<file path="config.mk">
export PLATFORM = sky130hd
export DESIGN_NAME = alu_share_arbiter
export DESIGN_NICKNAME = d
export VERILOG_FILES = /design/src/rtl/alu_share_arbiter.sv
export SDC_FILE = /design/constraint.sdc
export NUM_CORES = 1
export LEC_CHECK = 0
export ABC_AREA = 1
export CAP_MARGIN = 0
export CORE_MARGIN = 2
export CORE_UTILIZATION = 41
export DETAILED_ROUTE_END_ITERATION = 12
export PLACE_DENSITY = 0.83
export SKIP_LAST_GASP = 1
export SLEW_MARGIN = 20
export SYNTH_ARGS = -nofsm -noshare
export SYNTH_HDL_FRONTEND = slang
export SYNTH_SLANG_ARGS = --single-unit
</file>
<file path="constraint.sdc">
create_clock -name clk -period 1.97 [get_ports clk]
set_input_delay 0.2955 -clock clk [delete_from_list [all_inputs] [get_ports clk]]
set_output_delay 0.2955 -clock clk [all_outputs]
set_load 0.05 [all_outputs]
</file>
<file path="src/rtl/alu_share_arbiter.sv">
`default_nettype none
// ============================================================================
// Module      : alu_share_arbiter
// Description : Round-robin sharing of one combinational ALU between two
//               requesters, with registered operands, a valid/ready response
//               channel and saturating per-requester grant counters.
// Revision    : 1.0 - initial release
// ============================================================================
module alu_share_arbiter #(
    parameter int DATA_W = 32,
    parameter int CNT_W  = 16
) (
    input  logic                  clk,
    input  logic                  rst,
    input  logic [1:0]            req_valid,
    output logic [1:0]            req_ready,
    input  logic [2*DATA_W-1:0]   req_a,
    input  logic [2*DATA_W-1:0]   req_b,
    input  logic [7:0]            req_op,
    output logic [1:0]            rsp_valid,
    input  logic [1:0]            rsp_ready,
    output logic [DATA_W-1:0]     rsp_result,
    output logic                  rsp_zero,
    output logic                  rsp_illegal,
    output logic [DATA_W-1:0]     alu_a,
    output logic [DATA_W-1:0]     alu_b,
    output logic [3:0]            alu_op,
    input  logic [DATA_W-1:0]     alu_result,
    input  logic                  alu_zero,
    output logic                  busy,
    output logic [CNT_W-1:0]      grant_cnt0,
    output logic [CNT_W-1:0]      grant_cnt1
);

    typedef enum logic [1:0] {
        IDLE = 2'b00,
        EXEC = 2'b01,
        RESP = 2'b10
    } state_t;

    localparam logic [3:0] c_MAX_LEGAL_OP = 4'd9;

    state_t                r_state;
    state_t                w_state_nxt;
    logic                  r_prio;
    logic                  r_owner;
    logic [DATA_W-1:0]     r_a;
    logic [DATA_W-1:0]     r_b;
    logic [3:0]            r_op;
    logic [DATA_W-1:0]     r_result;
    logic                  r_zero;
    logic                  r_illegal;
    logic [CNT_W-1:0]      r_cnt0;
    logic [CNT_W-1:0]      r_cnt1;

    logic                  w_grant;
    logic                  w_grant_id;
    logic [1:0]            w_req_ready;
    logic [1:0]            w_rsp_valid;

    // Acceptance is suppressed while rst is high so no requester sees a
    // handshake for a transaction that the reset is about to discard.
    always_comb begin
        w_state_nxt = r_state;
        w_grant     = 1'b0;
        w_grant_id  = 1'b0;
        w_req_ready = 2'b00;
        w_rsp_valid = 2'b00;
        case (r_state)
            IDLE: begin
                if (!rst && (req_valid != 2'b00)) begin
                    w_grant     = 1'b1;
                    w_grant_id  = (req_valid == 2'b11) ? r_prio : req_valid[1];
                    w_req_ready = w_grant_id ? 2'b10 : 2'b01;
                    w_state_nxt = EXEC;
                end
            end
            EXEC: begin
                w_state_nxt = RESP;
            end
            RESP: begin
                w_rsp_valid = r_owner ? 2'b10 : 2'b01;
                if (rsp_ready[r_owner]) begin
                    w_state_nxt = IDLE;
                end
            end
            default: begin
                w_state_nxt = IDLE;
            end
        endcase
    end

    always_ff @(posedge clk) begin
        if (rst) begin
            r_state   <= IDLE;
            r_prio    <= 1'b0;
            r_owner   <= 1'b0;
            r_a       <= '0;
            r_b       <= '0;
            r_op      <= '0;
            r_result  <= '0;
            r_zero    <= 1'b0;
            r_illegal <= 1'b0;
            r_cnt0    <= '0;
            r_cnt1    <= '0;
        end else begin
            r_state <= w_state_nxt;
            if (w_grant) begin
                r_owner <= w_grant_id;
                r_prio  <= ~w_grant_id;
                r_a     <= w_grant_id ? req_a[2*DATA_W-1:DATA_W] : req_a[DATA_W-1:0];
                r_b     <= w_grant_id ? req_b[2*DATA_W-1:DATA_W] : req_b[DATA_W-1:0];
                r_op    <= w_grant_id ? req_op[7:4] : req_op[3:0];
                // Counters stick at all-ones; the grant itself is unaffected.
                if (!w_grant_id && (r_cnt0 != '1)) begin
                    r_cnt0 <= r_cnt0 + 1'b1;
                end
                if (w_grant_id && (r_cnt1 != '1)) begin
                    r_cnt1 <= r_cnt1 + 1'b1;
                end
            end
            if (r_state == EXEC) begin
                r_result  <= alu_result;
                r_zero    <= alu_zero;
                r_illegal <= (r_op > c_MAX_LEGAL_OP);
            end
        end
    end

    assign req_ready   = w_req_ready;
    assign rsp_valid   = w_rsp_valid;
    assign rsp_result  = r_result;
    assign rsp_zero    = r_zero;
    assign rsp_illegal = r_illegal;
    assign alu_a       = r_a;
    assign alu_b       = r_b;
    assign alu_op      = r_op;
    assign busy        = (r_state != IDLE);
    assign grant_cnt0  = r_cnt0;
    assign grant_cnt1  = r_cnt1;

endmodule
`default_nettype wire

</file>
**After elaboration in Yosys (flattened, before gate mapping)**

Index checks and enable logic that the tools add are counted.

- Register bits: 138
- Latch bits: 0
- RAM bits: 0
- Memory bits (read-only): 0
- Input bits: 175
- Logic and storage cells: 52
- Memories kept: 0

- Add/subtract/negate cells: 2
- Multipliers: 0
- Div/mod/pow operators: 0
- $lt $le $gt $ge: 2
- Equal/unequal tests: 7
- Shift operators: 0
- Mux-type cells: 18
- Bitwise operators: 1
- Reduce and logical (&&, ||, !) cells: 11

Operators by type and width:

| operator | count |
|---|---|
| $mux 32 | 2 |
| $add 16x1->16 const B | 2 |
| $ne 16x16->1 const B | 2 |
| $mux 2 | 7 |
| $mux 1 | 7 |
| $pmux 2 s3 | 1 |
| $reduce_and 2->1 | 3 |
| $eq 2x2->1 const B | 2 |
| $gt 4x4->1 const B | 1 |
| $mux 4 | 1 |
| $ne 2x2->1 const B | 2 |
| $reduce_bool 2->1 | 2 |
| $logic_and 1x1->1 | 3 |
| $eq 2x1->1 const B | 1 |
| $logic_not 1->1 | 2 |
| $logic_not 2->1 | 1 |
| $lt 1x2->1 const B | 1 |
| $not 1->1 | 1 |

**Depth between registers and ports, before layout**

Gate-level depths: netlist (run 1).

- Depth after elaboration: 7
- Mapped depth: 12
- Gate-level depth less buffers: 10

**Least setup slack after synthesis (run 1)**

No wires, ideal clock.

- Path type: reg2reg
- Start point: reg r_cnt0[0] (netlist: grant_cnt0[0])
- End point: reg r_cnt0[11] (netlist: grant_cnt0[11])
- Library setup time: 0.070 ns
- Data arrival time: 1.899 ns
- Required time: 1.900 ns
- Slack: 0.001 ns
- Stages on the path, launching flop included: 11
- Buffers on the path: 1
- Path through: dfxtp_1 ha_1 nand2_1 nor2_1 nand2_1 nor2_2 nand2_2 nand2_4 buf_6 nand2_1 a21oi_1

- Longest elaborated chain between the ends: 3
- Elaborated cells on any way between the ends: 4
- Those cells by class: 1 x add/sub; 1 x eq/ne; 2 x reduce/logical

Ends and longest elaborated chain:

| item | line | text |
|---|---|---|
| from (decl) | 53 | `logic [CNT_W-1:0] r_cnt0;` |
| from (signal assigned) | 116 | `r_cnt0 <= r_cnt0 + 1'b1;` |
| parallel branches: the longest is 3 deep, another holds $add 16x1->16 | -- |  |

Parallel ways; which one is timed is not known.
A chain may end at the register's enable or synchronous reset.

**Worst setup path after layout (run 1)**

- Start point: in req_valid[0]
- End point: out req_ready[1]

- Longest elaborated chain between the ends: 5
- Elaborated cells on any way between the ends: 7
- Those cells by class: 1 x eq/ne; 4 x mux; 2 x reduce/logical

Ends and longest elaborated chain:

| item | line | text |
|---|---|---|
| from (decl) | 15 | `input logic [1:0] req_valid,` |
| $eq 2x2->1 | 73 | `w_grant_id = (req_valid == 2'b11) ? r_prio : req_valid[1];` |
| $mux 1 | 73 |  |
| $mux 2 | 74 | `w_req_ready = w_grant_id ? 2'b10 : 2'b01;` |
| $mux 2 * | 71 | `if (!rst && (req_valid != 2'b00)) begin` |
| $mux 2 * | 69 | `case (r_state)` |
| to (decl) | 16 | `output logic [1:0] req_ready,` |

Every way passes the cells marked *; elsewhere a longest branch is shown, timed or not.

==> results of run 1 <==
-- worst max-delay path by stage --
stage | from | end | slack [ns]
after floorplan | grant_cnt0[0] | grant_cnt0[11] | 0.0007
after global placement | req_valid[0] | grant_cnt1[1] | -0.02
after detailed placement | req_valid[0] | alu_a[27] | -0.11
after CTS | req_valid[0] | req_ready[1] | -0.02
final | req_valid[0] | req_ready[1] | 0.01
after global routing | grant_cnt1[1] | grant_cnt1[5] | -0.08
-- cell usage in the layout, fill, tap and decap left out, drive strengths merged --
cell / count
nor2: 125
xnor2: 3
a211oi: 2
o21ai: 44
nand4: 10
clkbuf: 19
dlymetal6s2s: 9
dfxtp: 138
buf: 42
nand3: 85
dlygate4sd2: 23
bufinv: 1
clkinv: 6
xor2: 5
and2: 1
a21boi: 1
nand2: 375
nand3b: 1
nor3: 3
clkdlybuf4s50: 274
inv: 100
a21oi: 25
a31oi: 8
ha: 2
clkinvlp: 5
-- power breakdown --
group          total, mW  leakage, nW  internal, mW  switching [mW]
clock               3.03        0.256          1.75            1.28
combinational       2.11         3.47         0.865            1.25
sequential          3.09         1.13          2.98           0.105
total               8.23         4.86          5.59            2.63
-- cell usage after synthesis (5+ instances only) --
cell type	count
nand2_1	373
dfxtp_1	138
nor2_1	118
inv_1	94
nand3_1	84
o21ai_0	41
clkbuf_1	26
a21oi_1	24
buf_2	14
nand4_1	10
a31oi_1	8
buf_6	5
nor2_2	5
xor2_1	5
-- timing repair --
action / 4_1_cts / 5_1_grt
resized for setup: 25 / 9
pin swaps: 0 / 2
setup buffers: 0 / 2
endpoints found under the setup margin: 25 / 22
-- critical path, cell delays in order --
cell and delay, ns:
clkdlybuf4s50_1 0.52, inv_1 0.05, nand2_1 0.11, nand3_4 0.15, nor2_4 0.20, buf_12 0.19
buf_12 0.14
-- logic make-up (layout without fill, tap and decap cells) --
kind of cell    count (synthesis)  in the layout  share of synthesized area [%]
simple gates                  600            600                           38.5
buf+inv                       148            479                           9.83
flops                         138            138                           43.5
compound gates                 80             80                           6.64
xor+xnor                        8              8                           1.10
fa+ha+maj                       2              2                          0.394
-- flip-flops by register name (all words and copies together), names as in the netlist --
| name | flops |
|---|---|
| r_prio | 1 |
| r_owner | 1 |
| r_state | 2 |
| grant_cnt1 | 16 |
| rsp_illegal | 1 |
| rsp_result | 32 |
| grant_cnt0 | 16 |
| alu_op | 4 |
| rsp_zero | 1 |
| alu_a | 32 |
| alu_b | 32 |
-- metal layers --
metal  part of all wire, %  up-vias  global-route usage (%)
met4                   2.7        0                    9.11
met2                    50      234                    44.6
met3                   6.2       42                    6.74
met1                    41     3284                    28.7
met5                     0        -                       0
li1                      -     3645                       -
-- cell type report --
cell class                      count  area (um^2)
Inverter                           99          374
Sequential cell                   138         2760
Clock buffer                       19          433
Fill cell                        1218         4720
Tap cell                          188          235
Multi-Input combinational cell    690         2970
Timing Repair Buffer              348         3520
Clock inverter                     13          121
-- through the flow --
stage / std cells / hold slack (ns) / cell area (um^2)
CTS: 1493 / 0.441 / 10400
global route: 1495 / 0.459 / 10400
detailed placement: 1461 / 0.469 / 9850
floorplan: 976 / 0.430 / 6350
global placement: 1461 / 0.469 / 9850
finish: 1495 / 0.455 / 10400
==> flow_summary.ini, run 1 <==
[sta]
slew_violations = 0
post-route-period-util_pct = 99.5
maxSlewHeadroom_pct = 50.9
setup_tns_ns = 0
hold_viol = 0
tightest_slew_ns = 0.731
setup_viol = 0
skew_ns = 0.0118
final.min_clock_period_ns = 1.96
timing.fmax_mhz = 510
grt_setup_unrepaired = yes
setup_slack_ns = 0.0103

[setup_path]
r2r_slack_ns = 0.13
crit_type = in2out
worst_setup_path_end_kind = output pin
required_ns = 1.67
cp.arrival_ns = 1.66
r2r_cells = 7
r2r_start = grant_cnt1[1]
setup.worst_path.start_class = primary input
crit_fanout = 12
r2r-end = grant_cnt1[9]

[routing]
routed_wl_mm = 21.2
drtIter0Drc = 388
drc = 0
viasPerCell = 4.82
wl_per_cell_um = 14.2
vias = 7205
dr.pass1.iters = 4
final_antenna_net_count = 0

[cells_and_area]
drive_gt1_share_pct = 6.89
fin_util_pct = 68.8
final_nets = 1471
n_antenna_cell = 0
area_delta_synth_final_pct = 64.2

[synthesis]
syn-num-nets = 1153
synth_top_area_share_pct = 43.5
netlist_instances = 976
synth_seq_cells = 138
syn_area_um2 = 6350
ys_seq_area_share_pct = 43.5
synth_area_per_cell_um2 = 6.50
yosysUniqueCellTypes = 32
yosys_warnings = 0
ys.flop_type = dfxtp_1
synth_area_leader_cell = dfxtp_1
synthTopCellsByArea = dfxtp_1, nand2_1, nor2_1, nand3_1, inv_1
synth_edf_count = 0
synthArstFlopShare_pct = 0

[power_and_ir_drop]
total_power_mw = 8.23
leakagePower_nw = 4.86
cellPowerDensity_nw_per_um2 = 789
vdd_drop_max_uv = 577

[place]
gp_congestion = 0.854
io_buffers = 313
pre_cts_slack_ns = -0.111
post-dp-hpwl_mm = 15.3

[global_route]
grt_pass1_vias = 6748
grt_pass1_wl_mm = 32.9
overflow = 0
antenna_found_initial = 0
grt_usage_pct = 25.0
grt_max_degree = 106

[clock_tree]
clkLatencyLatePin_ns = 0.42
cts_tree = yes
cts.root.buffer_cell = clkbuf_16
cts.sinks = 138
htreeDepth = 4
cts_buffer_depth = 2
numCtsBuffers = 17
hold_buffers = 0
clkTransAtPathRegs_ns = 0.06

[floorplanning]
start_util_pct = 41.9
floorplan.rows = 45
die-height_um = 128
die_x_um = 128
core-area_um2 = 15100
num_io_pins = 314
die_area_um2 = 16500

[min_path]
worstHoldEndpoint = alu_b[6]
worstHoldStart = req_b[38]
hold_depth = 3
hold_class = in2reg

[outcome]
outcome = finished clean

[job]
maxCapViolations = 0
No activity file was read; power rests on OpenSTA's default activity.
==> run 2: changes to the inputs <==
Settings changed: CORE_UTILIZATION 41 to 44, PLACE_DENSITY 0.83 to 0.89.
Clock period 1.97 ns to 2.5 ns, I/O delays scaled along.
==> run 2 against run 1 <==
  * Setup slack improved by 0.26 ns
  * Combinational power fell by 23%
  * Global-route usage rose by 2.9 points
  * Critical path depth fell by 3
  * Total power fell by 21%
  * Clock power fell by 19%
  * Non-clock buffer count fell by 22
  * Register-to-register slack improved by 0.34 ns
  * Count of clock-buffer cells in the layout fell by 1
==> flow_summary.ini, run 2 (synthesis results as in run 1) <==
[floorplanning]
die_area_um2 = 15400
floorplan.rows = 43
core-area_um2 = 14000
start_util_pct = 45.4
die-height_um = 124
die_x_um = 124
num_io_pins = 314

[power_and_ir_drop]
netSwitchingPower_mw = 2.11
leakagePower_nw = 4.45
pwr-share-comb_pct = 25.0
p_int_mw = 4.40
total_power_mw = 6.52
swShare_pct = 32.4
cellPowerDensity_nw_per_um2 = 639
seqPwrFrac_pct = 37.3
vdd_drop_max_uv = 465
p_clk_share_pct = 37.7

[cells_and_area]
final_nets = 1449
final_common_cell = nand2_1
drive_gt1_share_pct = 4.98
n_antenna_cell = 0
n_fill_cell = 1052
fin_util_pct = 73.0
most-common-layout-cells = nand2_1, clkdlybuf4s50_1, dfxtp_1, nor2_1, inv_1
area_delta_synth_final_pct = 60.8
layout.cells.non_filler = 1465

[place]
dp_cells = 1433
pre_cts_slack_ns = 0.268
gp_congestion = 0.861
post-dp-hpwl_mm = 15.8
io_buffers = 313

[global_route]
grt_usage_pct = 27.9
antenna_found_initial = 0
grt_pass1_vias = 6924
grt_max_degree = 106
grt_pass1_wl_mm = 33.3
overflow = 0

[sta]
skew_ns = 0.0104
post-route-period-util_pct = 89.2
slew_violations = 0
timing.fmax_mhz = 448
tightest_slew_ns = 0.817
hold_viol = 0
setup_slack_ns = 0.269
maxSlewHeadroom_pct = 45.2
setup_tns_ns = 0
setup_viol = 0
final.min_clock_period_ns = 2.23
grt_setup_unrepaired = no

[setup_path]
worst_setup_path_end_kind = output pin
cp.arrival_ns = 1.86
setup.worst_path.start_class = flip-flop
crit_type = reg2out
path_cells = inv_1 > nand2_1 > nor2_1 > clkdlybuf4s50_1
path_buf_inv = 2
cpLargestDelayFamily = buffers and inverters
max_stage_delay_ns = 0.85
required_ns = 2.12
slowest_stage = clkdlybuf4s50_1
crit_fanout = 4

[clock_tree]
clkTransAtPathRegs_ns = 0.06
cts_setup_buffers = 0
cts_tree = yes
cts_buffer_depth = 2
clkLatencyLatePin_ns = 0.42
numCtsBuffers = 17
hold_buffers = 0
cts.sinks = 138
cts.root.buffer_cell = clkbuf_16
cts_resized = 0
htreeDepth = 4

[routing]
drc = 0
vias = 7327
drtIter0Drc = 591
final_antenna_net_count = 0
routed_wl_mm = 22.1
dr.pass1.iters = 6
wl_per_cell_um = 15.1
viasPerCell = 5.00

[outcome]
outcome = finished clean

[job]
maxCapViolations = 0

[min_path]
hold_class = reg2reg
[run 2: cell types whose count changed in the layout (fill, tap and decap cells not counted), sizes merged]
cell and delta:
clkdlybuf4s50 +37, buf -27, dlygate4sd2 -23, dlymetal6s2s -9
clkbuf -1, inv +1
[run 2: area by class of cell]
type	instances	area (um^2)	area share, %
repair buffers	326	3300	32.3
multi-input cells	690	2960	29.0
flip-flops and latches	138	2760	27.1
clock buffers	18	439	4.30
inverters	99	374	3.67
well taps	180	225	2.21
clock inverters	14	140	1.37
[run 2: power by group through the flow]
stage               sequential (mW)  clock (mW)  combinational [mW]
floorplan                      2.96           0               0.432
global placement               2.47           0                1.60
detailed placement             2.48           0                1.62
CTS                            2.43        2.48                1.63
global route                   2.45        2.58                1.73
finish                         2.43        2.46                1.63
[run 2: final timing paths]
kind | endpoint | depth (start not counted) | slack, ns | startpoint
max | rsp_valid[1] | 4 | 0.27 | r_state[0]
min | alu_b[13] | 2 | 0.49 | alu_b[13]
max reg2reg | grant_cnt1[4] | 7 | 0.47 | grant_cnt1[1]
min reg2reg | alu_b[13] | 2 | 0.49 | alu_b[13]
[run 2: metrics by stage]
step,instance area [um^2],hold slack (ns)
finish,10200,0.489
global route,10200,0.504
CTS,10200,0.492
detailed placement,9630,0.483
global placement,9630,0.479
floorplan,6350,0.456
[run 2: layer usage]
metal	share of wire (%)	wire length (um)	global-route usage, %	vias to the layer above
li1	-	-	-	3603
met1	37	8230	30.6	3307
met5	0	0	0	-
met3	8.4	1860	8.97	78
met4	4.0	886	14.0	0
met2	50	11100	48.3	339
[run 2: worst register-to-register path, stage by stage, from the launching register on]
cell     delay (ns)
dfxtp_1        0.41
ha_1           0.21
nand3_1        0.15
inv_1          0.09
nand2_1        0.14
o21ai_1        0.69
nand2_1        0.11
a21oi_1        0.16
==> run 3: changes to the inputs <==
Settings changed: CORE_MARGIN 2 to 5.
==> run 3 against run 2 <==
  * Final cell count up 0.20%
  * Count of clock-buffer cells in the layout up 3
  * Total power up 3.7%
  * First-iteration DRC count down 23%
  * Critical endpoint is now rsp_valid[0]
  * Final area up 0.65%
  * Combinational power about the same
  * Clock skew down 0.0023 ns
  * Largest cell class unchanged
  * Core utilization down 1.5 points
  * Via count down 1.1%
  * Fmax down 0.65%
  * Setup slack worse by 0.015 ns
  * Sequential power about the same
==> flow_summary.ini, run 3 (synthesis results as in run 1) <==
[routing]
drc = 0
vias = 7244
wl_per_cell_um = 15.5
final_antenna_net_count = 0
drtIter0Drc = 456
viasPerCell = 4.93
routed_wl_mm = 22.7
dr.pass1.iters = 5

[clock_tree]
cts_setup_buffers = 0
hold_buffers = 0
cts.sinks = 138
cts_buffer_depth = 2
numCtsBuffers = 17
clkTransAtPathRegs_ns = 0.06
cts_tree = yes
clkLatencyLatePin_ns = 0.41
htreeDepth = 4
cts.root.buffer_cell = clkbuf_16
cts_resized = 0

[setup_path]
r2r_cells = 7
cp.arrival_ns = 1.87
worst_setup_path_end_kind = output pin
crit_start = r_state[0]
r2r_slack_ns = 0.54
required_ns = 2.12
crit_type = reg2out
endpoint = rsp_valid[0]
r2r_start = grant_cnt1[0]
setup.worst_path.start_class = flip-flop
r2r-end = grant_cnt1[8]
crit_fanout = 4

[power_and_ir_drop]
netSwitchingPower_mw = 2.04
p_int_mw = 4.72
seqPwrFrac_pct = 36.1
pwr-share-comb_pct = 24.1
vdd_drop_max_uv = 500
cellPowerDensity_nw_per_um2 = 658
p_clk_share_pct = 39.8
swShare_pct = 30.2
leakagePower_nw = 4.49

[outcome]
outcome = finished clean

[floorplanning]
die-height_um = 130
die_x_um = 130
floorplan.rows = 44
num_io_pins = 314
core-area_um2 = 14400
start_util_pct = 44.2
die_area_um2 = 16900

[global_route]
grt_pass1_vias = 6922
overflow = 0
grt_usage_pct = 26.0
grt_max_degree = 106
grt_pass1_wl_mm = 34.8
antenna_found_initial = 0

[cells_and_area]
most-common-layout-cells = nand2_1, clkdlybuf4s50_1, dfxtp_1, nor2_1, inv_1
drive_gt1_share_pct = 4.75
n_antenna_cell = 0
final_nets = 1448
final_common_cell = nand2_1
area_delta_synth_final_pct = 61.8

[job]
maxCapViolations = 0

[sta]
whs_ns = 0.502
grt_setup_unrepaired = no
hold_viol = 0
maxSlewHeadroom_pct = 51.0
tightest_slew_ns = 0.730
post-route-period-util_pct = 89.8
setup_tns_ns = 0
skew_ns = 0.00813
timing.fmax_mhz = 445
setup_viol = 0
slew_violations = 0
final.min_clock_period_ns = 2.25

[min_path]
hold_class = reg2reg

[place]
gp_congestion = 0.835
post-dp-hpwl_mm = 16.0
io_buffers = 313
[run 3: power groups by stage]
stage                     combinational, mW  sequential, mW  clock, mW
final                                  1.63            2.44       2.69
after global routing                   1.73            2.45       2.84
after CTS                              1.64            2.44       2.73
after detailed placement               1.63            2.48          0
after global placement                 1.61            2.47          0
after floorplan                       0.432            2.96          0
[run 3: stage by stage]
| step | total power [mW] | utilization [%] | instances | setup WS [ns] | area [um^2] |
|---|---|---|---|---|---|
| after floorplan | 3.39 | - | 976 | 0.531 | 6350 |
| after global placement | 4.08 | 67.1 | 1436 | 0.335 | 9640 |
| after detailed placement | 4.10 | 67.1 | 1436 | 0.307 | 9640 |
| after CTS | 6.80 | 71.5 | 1468 | 0.224 | 10300 |
| after global routing | 7.03 | 71.5 | 1468 | 0.207 | 10300 |
| final | 6.76 | 71.5 | 1468 | 0.254 | 10300 |
[run 3: final cells by class]
type | instances | area (um^2)
Clock buffer | 21 | 460
Clock inverter | 11 | 168
Fill cell | 1110 | 4100
Inverter | 99 | 374
Multi-Input combinational cell | 690 | 2970
Sequential cell | 138 | 2760
Tap cell | 184 | 230
Timing Repair Buffer | 325 | 3310
[run 3: worst min path at each step]
stage | startpoint | endpoint | cells past startpoint | slack, ns
finish | alu_b[13] | alu_b[13] | 2 | 0.50
global route | alu_result[26] | rsp_result[26] | 3 | 0.53
CTS | alu_b[16] | alu_b[16] | 2 | 0.50
detailed placement | alu_b[7] | alu_b[7] | 2 | 0.49
global placement | alu_b[17] | alu_b[17] | 2 | 0.48
floorplan | r_prio | r_prio | 2 | 0.46
[run 3: worst max-delay path: stages (launching register included)]
cell             delay, ns
dfxtp_1               0.31
inv_1                 0.07
nand2_1               0.11
nor2_1                0.13
clkdlybuf4s50_1       0.84
[run 3: per-layer routing]
metal	track usage (%)	vias up	wire length [um]
li1	-	3607	-
met3	8.60	52	1750
met2	45.7	289	11700
met4	9.11	0	602
met5	0	-	0
met1	29.4	3296	8660
